==> src/rtl/mem_pkg.sv <==
// Shared definitions for the data-memory responder.
//   - access size encodings (SZ_*)
//   - responder FSM state enum
//   - RAM byte write-enable mask constants (WE_*)
//   - latched request descriptor and the alignment check helper
package mem_pkg;

    localparam int unsigned XLEN = 32;
    localparam int unsigned BE_W = 4;

    localparam logic [1:0] SZ_BYTE = 2'b00;
    localparam logic [1:0] SZ_HALF = 2'b01;
    localparam logic [1:0] SZ_WORD = 2'b10;
    localparam logic [1:0] SZ_RSVD = 2'b11;

    typedef enum logic [1:0] {
        ST_IDLE   = 2'd0,
        ST_ACCESS = 2'd1,
        ST_RDWAIT = 2'd2,
        ST_RESP   = 2'd3
    } state_e;

    localparam logic [BE_W-1:0] WE_NONE    = 4'b0000;
    localparam logic [BE_W-1:0] WE_BYTE0   = 4'b0001;
    localparam logic [BE_W-1:0] WE_HALF_LO = 4'b0011;
    localparam logic [BE_W-1:0] WE_HALF_HI = 4'b1100;
    localparam logic [BE_W-1:0] WE_WORD    = 4'b1111;

    // Request fields that must survive past the accept cycle.
    typedef struct packed {
        logic       we;
        logic [1:0] size;
        logic       sgn;
        logic [1:0] off;
    } req_t;

    // Reserved size, or an offset that is not a multiple of the access size.
    function automatic logic is_misaligned(input logic [1:0] size, input logic [1:0] off);
        logic bad;
        case (size)
            SZ_BYTE: bad = 1'b0;
            SZ_HALF: bad = off[0];
            SZ_WORD: bad = (off != 2'b00);
            default: bad = 1'b1;
        endcase
        return bad;
    endfunction

endpackage

==> src/rtl/dmem_load_align.sv <==
// Load result formatter (combinational).
//   rdata  : raw 32-bit RAM word
//   offset : byte offset within the word
//   size   : access size (SZ_*)
//   sgn    : sign-extend byte/half results
//   data   : right-justified, extended load value
module dmem_load_align
    import mem_pkg::*;
(
    input  logic [XLEN-1:0] rdata,
    input  logic [1:0]      offset,
    input  logic [1:0]      size,
    input  logic            sgn,
    output logic [XLEN-1:0] data
);

    logic [7:0]  byte_sel;
    logic [15:0] half_sel;

    always_comb begin
        byte_sel = rdata[{offset, 3'b000} +: 8];
        half_sel = rdata[{offset[1], 4'b0000} +: 16];
        case (size)
            SZ_BYTE: data = sgn ? {{24{byte_sel[7]}}, byte_sel} : {24'b0, byte_sel};
            SZ_HALF: data = sgn ? {{16{half_sel[15]}}, half_sel} : {16'b0, half_sel};
            default: data = rdata;
        endcase
    end

endmodule

==> src/rtl/dmem_responder.sv <==
// Data-memory responder: one load/store at a time between the MEM-stage
// initiator and a single-port, one-cycle-latency, word-addressed block RAM.
//   clk, resetn                      : clock, async active-low reset
//   req_valid/req_ready              : request handshake
//   req_we/size/signed/addr/wdata    : request payload
//   rsp_valid/rsp_ready              : response handshake
//   rsp_rdata/rsp_err                : formatted load data, alignment error
//   ram_en/we/addr/wdata, ram_rdata  : block RAM port
module dmem_responder
    import mem_pkg::*;
#(
    parameter int unsigned RAM_AW = 30
) (
    input  logic              clk,
    input  logic              resetn,
    input  logic              req_valid,
    output logic              req_ready,
    input  logic              req_we,
    input  logic [1:0]        req_size,
    input  logic              req_signed,
    input  logic [XLEN-1:0]   req_addr,
    input  logic [XLEN-1:0]   req_wdata,
    output logic              rsp_valid,
    input  logic              rsp_ready,
    output logic [XLEN-1:0]   rsp_rdata,
    output logic              rsp_err,
    output logic              ram_en,
    output logic [BE_W-1:0]   ram_we,
    output logic [RAM_AW-1:0] ram_addr,
    output logic [XLEN-1:0]   ram_wdata,
    input  logic [XLEN-1:0]   ram_rdata
);

    state_e            state, state_next;
    req_t              req_q, req_d;
    logic              req_ready_d, rsp_valid_d, rsp_err_d, ram_en_d;
    logic [XLEN-1:0]   rsp_rdata_d, ram_wdata_d, load_data, wdata_repl;
    logic [BE_W-1:0]   ram_we_d, store_mask;
    logic [RAM_AW-1:0] ram_addr_d;
    logic              req_bad;

    assign req_bad = is_misaligned(req_size, req_addr[1:0]);

    dmem_load_align u_align (
        .rdata  (ram_rdata),
        .offset (req_q.off),
        .size   (req_q.size),
        .sgn    (req_q.sgn),
        .data   (load_data)
    );

    // Store byte mask and lane replication, from the live request.
    always_comb begin
        case (req_size)
            SZ_BYTE: begin
                store_mask = BE_W'(WE_BYTE0 << req_addr[1:0]);
                wdata_repl = {4{req_wdata[7:0]}};
            end
            SZ_HALF: begin
                store_mask = req_addr[1] ? WE_HALF_HI : WE_HALF_LO;
                wdata_repl = {2{req_wdata[15:0]}};
            end
            default: begin
                store_mask = WE_WORD;
                wdata_repl = req_wdata;
            end
        endcase
    end

    // State and registered outputs.
    always_ff @(posedge clk or negedge resetn) begin
        if (!resetn) begin
            state     <= ST_IDLE;
            req_q     <= '0;
            req_ready <= 1'b1;
            rsp_valid <= 1'b0;
            rsp_rdata <= '0;
            rsp_err   <= 1'b0;
            ram_en    <= 1'b0;
            ram_we    <= WE_NONE;
            ram_addr  <= '0;
            ram_wdata <= '0;
        end else begin
            state     <= state_next;
            req_q     <= req_d;
            req_ready <= req_ready_d;
            rsp_valid <= rsp_valid_d;
            rsp_rdata <= rsp_rdata_d;
            rsp_err   <= rsp_err_d;
            ram_en    <= ram_en_d;
            ram_we    <= ram_we_d;
            ram_addr  <= ram_addr_d;
            ram_wdata <= ram_wdata_d;
        end
    end

    // Next-state logic.
    always_comb begin
        state_next = state;
        case (state)
            ST_IDLE: begin
                if (req_valid) state_next = req_bad ? ST_RESP : ST_ACCESS;
            end
            ST_ACCESS: state_next = req_q.we ? ST_RESP : ST_RDWAIT;
            ST_RDWAIT: state_next = ST_RESP;
            ST_RESP: begin
                if (rsp_ready) state_next = ST_IDLE;
            end
            default: state_next = ST_IDLE;
        endcase
    end

    // Output logic: next values of the registered outputs.
    always_comb begin
        req_d       = req_q;
        rsp_rdata_d = rsp_rdata;
        rsp_err_d   = rsp_err;
        ram_addr_d  = ram_addr;
        ram_wdata_d = ram_wdata;
        case (state)
            ST_IDLE: begin
                if (req_valid) begin
                    req_d.we    = req_we;
                    req_d.size  = req_size;
                    req_d.sgn   = req_signed;
                    req_d.off   = req_addr[1:0];
                    ram_addr_d  = req_addr[RAM_AW+1:2];
                    ram_wdata_d = wdata_repl;
                    rsp_err_d   = req_bad;
                end
            end
            ST_RDWAIT: rsp_rdata_d = load_data;
            ST_RESP: begin
                if (rsp_ready) begin
                    rsp_rdata_d = '0;
                    rsp_err_d   = 1'b0;
                end
            end
            default: ;
        endcase
        req_ready_d = (state_next == ST_IDLE);
        rsp_valid_d = (state_next == ST_RESP);
        ram_en_d    = (state_next == ST_ACCESS);
        // Only reachable from IDLE with the request still on the inputs.
        ram_we_d    = (state_next == ST_ACCESS && req_we) ? store_mask : WE_NONE;
    end

endmodule

==> config.mk <==
export PLATFORM = sky130hd
export DESIGN_NAME = dmem_responder
export DESIGN_NICKNAME = d
export VERILOG_FILES = /design/src/rtl/mem_pkg.sv /design/src/rtl/dmem_load_align.sv /design/src/rtl/dmem_responder.sv
export SDC_FILE = /design/constraint.sdc
export NUM_CORES = 1
export LEC_CHECK = 0
export CAP_MARGIN = 20
export CORE_ASPECT_RATIO = 1.5
export CORE_MARGIN = 5
export CORE_UTILIZATION = 46
export DETAILED_ROUTE_END_ITERATION = 8
export GPL_TIMING_DRIVEN = 0
export PLACE_DENSITY = 0.86
export SLEW_MARGIN = 20
export SYNTH_ARGS = -nofsm -noshare
export SYNTH_HDL_FRONTEND = slang
export SYNTH_SLANG_ARGS = --single-unit
export TNS_END_PERCENT = 20
==> constraint.sdc <==
create_clock -name clk -period 4.35 [get_ports clk]
set_clock_uncertainty 0.1 [all_clocks]
set_input_delay 1.0875 -clock clk [delete_from_list [all_inputs] [get_ports clk]]
set_output_delay 1.0875 -clock clk [all_outputs]
set_load 0.005 [all_outputs]
After elaboration in Yosys (flattened, before gate mapping). Index checks and enable logic that the tools add are counted.

Register bits after elaboration: 110. Input bits: 104. Output and inout bits: 102. Logic and storage cells: 55.

Equality and inequality tests: 10. Shift operators: 3. Muxes and demuxes: 18. Reductions and logical operators: 11.

Operators with widths (number): $pmux 32 s2 (3); $mux 32 (3); $shiftx 32x6->16 (1); $shiftx 32x6->8 (1); $eq 2x1->1 const B (4); $eq 2x2->1 const B (4); $logic_not 2->1 (4); $mux 4 (2); $pmux 2 s4 (1); $pmux 4 s2 (1); $mux 2 (3); $reduce_bool 2->1 (3); $ne 2x2->1 const B (2); $reduce_and 2->1 (2); $shl 1x2->4 const A (1); $mux 1 (3); $pmux 1 s3 (1); $reduce_and 3->1 (1); $pmux 1 s2 (1); $logic_and 1x1->1 (1).

Depth between registers and ports, before layout.
Depth after elaboration: 8. Depth in mapped cells: 7. Depth with buffers taken out: 4.

Modules after synthesis. From an unflattened synthesis, not the netlist that was laid out.

Cells, all modules: 536. Area total of the unflattened synthesis: 5111.2 um^2.

Modules (own cells, without submodules): dmem_responder (times used 1, cells an instance 419, area each 4386.7 um^2, seq. area each 2753.9 um^2); dmem_load_align (times used 1, cells an instance 117, area each 724.4 um^2, seq. area each 0.0 um^2).

Worst setup path after synthesis. Ideal clock, no wire load.

Path type: input to register. Start: input ram_rdata[31]. End: register rsp_rdata[21]. Setup time: 126 ps. Arrival: 2394 ps. Required time: 4124 ps. Setup slack: 1730 ps. Stages: 6. Path buffers: 2. Path through: mux2_2 > a32o_1 > buf_6 > o2111a_2 > buf_6 > a221o_1.

Longest elaborated chain between the ends: 4. Elaborated cells on any way between the ends: 6. Classes of those cells: shift (2); mux (4).

RTL lines: start: declaration (RTL line dmem_responder.sv:31) `input logic [XLEN-1:0] ram_rdata`; $shiftx 32x6->16 / $shiftx 32x6->8 (equally long branches) (RTL line dmem_load_align.sv:22, dmem_load_align.sv:21); $mux 32, on equally long branches (RTL line dmem_load_align.sv:25, dmem_load_align.sv:24); $pmux 32 s2 (*) (RTL line dmem_load_align.sv:23) `case (size)`; $pmux 32 s2 (*) (RTL line dmem_responder.sv:120) `case (state)`; end signal: assignment (RTL line dmem_responder.sv:88) `rsp_rdata <= rsp_rdata_d;`; end: declaration (RTL line dmem_responder.sv:25) `output logic [XLEN-1:0] rsp_rdata,`.

Mark *: on every way between the ends. The rest lies on a longest branch, timed or not. A chain may end at the register's enable or synchronous reset.

Worst setup path in the final report.
Start: input req_valid. End: register rsp_valid.

Longest elaborated chain between the ends: 3.

RTL lines: start: declaration (RTL line dmem_responder.sv:16) `input logic req_valid,`; $mux 2 (RTL line dmem_responder.sv:102) `if (req_valid) state_next = req_bad ? ST_RESP : ST_ACCESS;`; $pmux 2 s4 (RTL line dmem_responder.sv:100) `case (state)`; via state_next[1] (RTL line dmem_responder.sv:34) `state_e state, state_next;`; $eq 2x2->1 (RTL line dmem_responder.sv:142) `rsp_valid_d = (state_next == ST_RESP);`; via rsp_valid_d (RTL line dmem_responder.sv:36) `logic req_ready_d, rsp_valid_d, rsp_err_d, ram_en_d;`; end signal: assignment (RTL line dmem_responder.sv:87) `rsp_valid <= rsp_valid_d;`; end: declaration (RTL line dmem_responder.sv:23) `output logic rsp_valid,`.

The timed path passes the listed nets, and every way through them passes these cells.

==> run metrics <==
syn avg cell area 9.50 µm²; GRT Residual Overflow 0; top cell type's share of synthesized area 56.1%; initial core utilization 46.4%; Area contributors post-synth dfrtp_1 56%, nand2_1 13%, o21ai_0 6.2%; Setup-failing EPs final 0; post-layout util 70.7%; minimum clock period 2.94 ns; CP startpoint req_valid; vias per cell 5.32; die width 93.9 µm; Post-CTS Setup Inserts 0; cell type with the largest total area after synthesis dfrtp_1; flop2flop setup slack 1.96 ns; max-slew violation count 0; H-tree depth 3; actual slew at the worst max-slew pin 0.846 ns; hold_buf cts 0; crit path capture type flop; Clock transition at path regs 0.07 ns; DR WL/cell 18.3 µm; Sink Count 110; CP startpoint kind primary input; Hold Vio Cnt, Final 0; Iteration-0 DRC Markers 228; status complete, no violations; Resized Gates After CTS 0; dpl ws 1.00 ns; synth cell count leaders 169 x nand2_1, 109 x dfrtp_1, 60 x o21ai_0, 32 x clkbuf_1, 24 x mux2i_1; Primary FF master, synth dfrtp_1; synthesized area 4860 µm²; Synth async-reset ratio 100%; critical path required time 4.53 ns; most common cell in the netlist nand2_1; ANT cells 0; post-synth net total 616; Rel. slew slack 43.4%; RSZ-0062 raised after global routing no; LEAKAGE 3.30 nW; Seq/Total Area, Yosys 56.6%; number of fill cells in the layout 820; max-cap violations 0; Worst Hold Class flop to flop; root buf cell clkbuf_16; core footprint 10500 µm²; FMAX 340 MHz; row count 46; die span in y 136 µm; Final Wtd Congestion 0.971; Synth Warn # 0; Post-DRT Antenna Nets 0; hpwl dp 12500 µm; Pre-antenna DRT Iters 5; CP max FO 10; Layout area overhead 52.4%; largest net degree at the start of global routing 66; FF-to-FF Start state[0]; Worst Reg-to-Reg Cells 6; first-pass GRT wire length 25000 µm; Worst-Skew Late Latency 0.35 ns; share of cells above drive strength 1 4.78%; FF-to-FF End rsp_rdata[27]; Setup Crit Path Kind primary input to flop; PortBufs 203; synthesis-stage register bit count 110; Top Ports 206; pwr/cell area 624 nW/µm²; vias in the first global route 4845; routed via count 4664; nets 831; Total Routed Length 16000 µm; CP Data Arrival Time 3.12 ns; DRC 0; TritonCTS clock tree yes; Worst VDD drop 0.315 mV; overall global routing resource usage 25.1%; crit share post-route 67.6%; final setup margin 1.41 ns; Yosys cell types 38; Die Area 12800 µm²; initial antenna violation count 0; Worst setup endpoint rsp_valid; EDFF count, synth 0; Clock Tree Buf Depth 2; Post-Syn Instances 512; CTS Buf Count 9
## through the flow
step | cell area, µm² | std cells | power [W] | setup TNS [ns] | hold slack [ns]
after floorplan | 4860 | 512 | 0.00255 | 0 | 0.342
after global placement | 7070 | 859 | 0.00370 | -213.83 | 0.359
after detailed placement | 7100 | 860 | 0.00379 | 0 | 0.361
after CTS | 7410 | 876 | 0.00466 | 0 | 0.380
after global routing | 7410 | 876 | 0.00491 | 0 | 0.402
final | 7410 | 876 | 0.00463 | 0 | 0.375
## flip-flops by register name, summed over array words and instances (netlist names)
name,cells
rsp_rdata,32
ram_en,1
ram_wdata,32
req_ready,1
ram_addr,30
rsp_err,1
rsp_valid,1
req_q,6
ram_we,4
state,2
## placed cells by master (no fill, tap or decap), types with 2 or more instances in the layout
cell	synthesis	layout
mux2i_1	24	24
nor2b_1	3	3
clkbuf_1	32	32
a21oi_1	11	11
buf_1	3	3
nand2b_1	2	2
inv_1	3	3
inv_6	0	2
mux2_2	8	8
o21ai_0	60	60
nand3_1	3	3
o21a_1	7	7
a221oi_1	7	7
nand2_1	169	169
nor2_1	21	21
nor3_1	11	11
clkinvlp_4	0	2
clkbuf_16	0	9
dfrtp_1	109	109
buf_6	3	4
clkdlybuf4s50_1	0	202
a221o_1	16	16
## cells by family (layout without fill, tap and decap cells)
| group | after synthesis | count (layout) | share of synthesized area [%] |
|---|---|---|---|
| flops | 110 | 110 | 56.6 |
| compound gates | 112 | 112 | 14.9 |
| xor+xnor | 1 | 1 | 0.180 |
| mux | 33 | 33 | 7.10 |
| simple gates | 213 | 213 | 17.3 |
| buf+inv | 43 | 263 | 3.81 |
## where the power goes
part / internal (W) / switching (W) / leakage (nW)
Clock: 0.000466 / 0.000388 / 0.145
Combinational: 0.00114 / 0.000933 / 1.75
Sequential: 0.00146 / 0.000241 / 1.40
Total: 0.00306 / 0.00156 / 3.30
## worst min-delay path by stage
stage / start / endpoint / slack, ns / cells past startpoint
6_report: ram_addr[17] / ram_addr[17] / 0.37 / 2
5_1_grt: ram_addr[22] / ram_addr[22] / 0.40 / 2
4_1_cts: ram_addr[15] / ram_addr[15] / 0.38 / 2
3_5_place_dp: ram_addr[15] / ram_addr[15] / 0.36 / 2
3_3_place_gp: ram_addr[18] / ram_addr[18] / 0.36 / 2
2_1_floorplan: req_q[5] / req_q[5] / 0.34 / 2
## worst max-delay path, stage by stage
cell and delay, ns:
clkdlybuf4s50_1 0.52, or3b_2 0.51, clkbuf_1 0.25, nor3_1 0.32, nand2b_1 0.23, o311a_1 0.20
## final cells by class
| cell class | count | area, µm² | area share (%) |
|---|---|---|---|
| buffer | 39 | 170 | 2.30 |
| clock buffer | 10 | 239 | 3.23 |
| clock inverter | 6 | 67.6 | 0.912 |
| inverter | 4 | 15.0 | 0.203 |
| multi-input combinational | 359 | 1920 | 26.0 |
| sequential | 110 | 2750 | 37.2 |
| tap | 144 | 180 | 2.43 |
| timing repair buffer | 204 | 2060 | 27.8 |
## metal layers
layer / routed length [µm] / global-route usage [%] / up-vias / part of all wire (%)
met5: 0 / 0 / - / 0
met4: 658 / 12.8 / 0 / 4.1
met3: 1250 / 5.87 / 42 / 7.8
met2: 8350 / 45.0 / 223 / 52
met1: 5770 / 27.2 / 2232 / 36
li1: - / - / 2167 / -
Power figures use the tool's default switching activity.
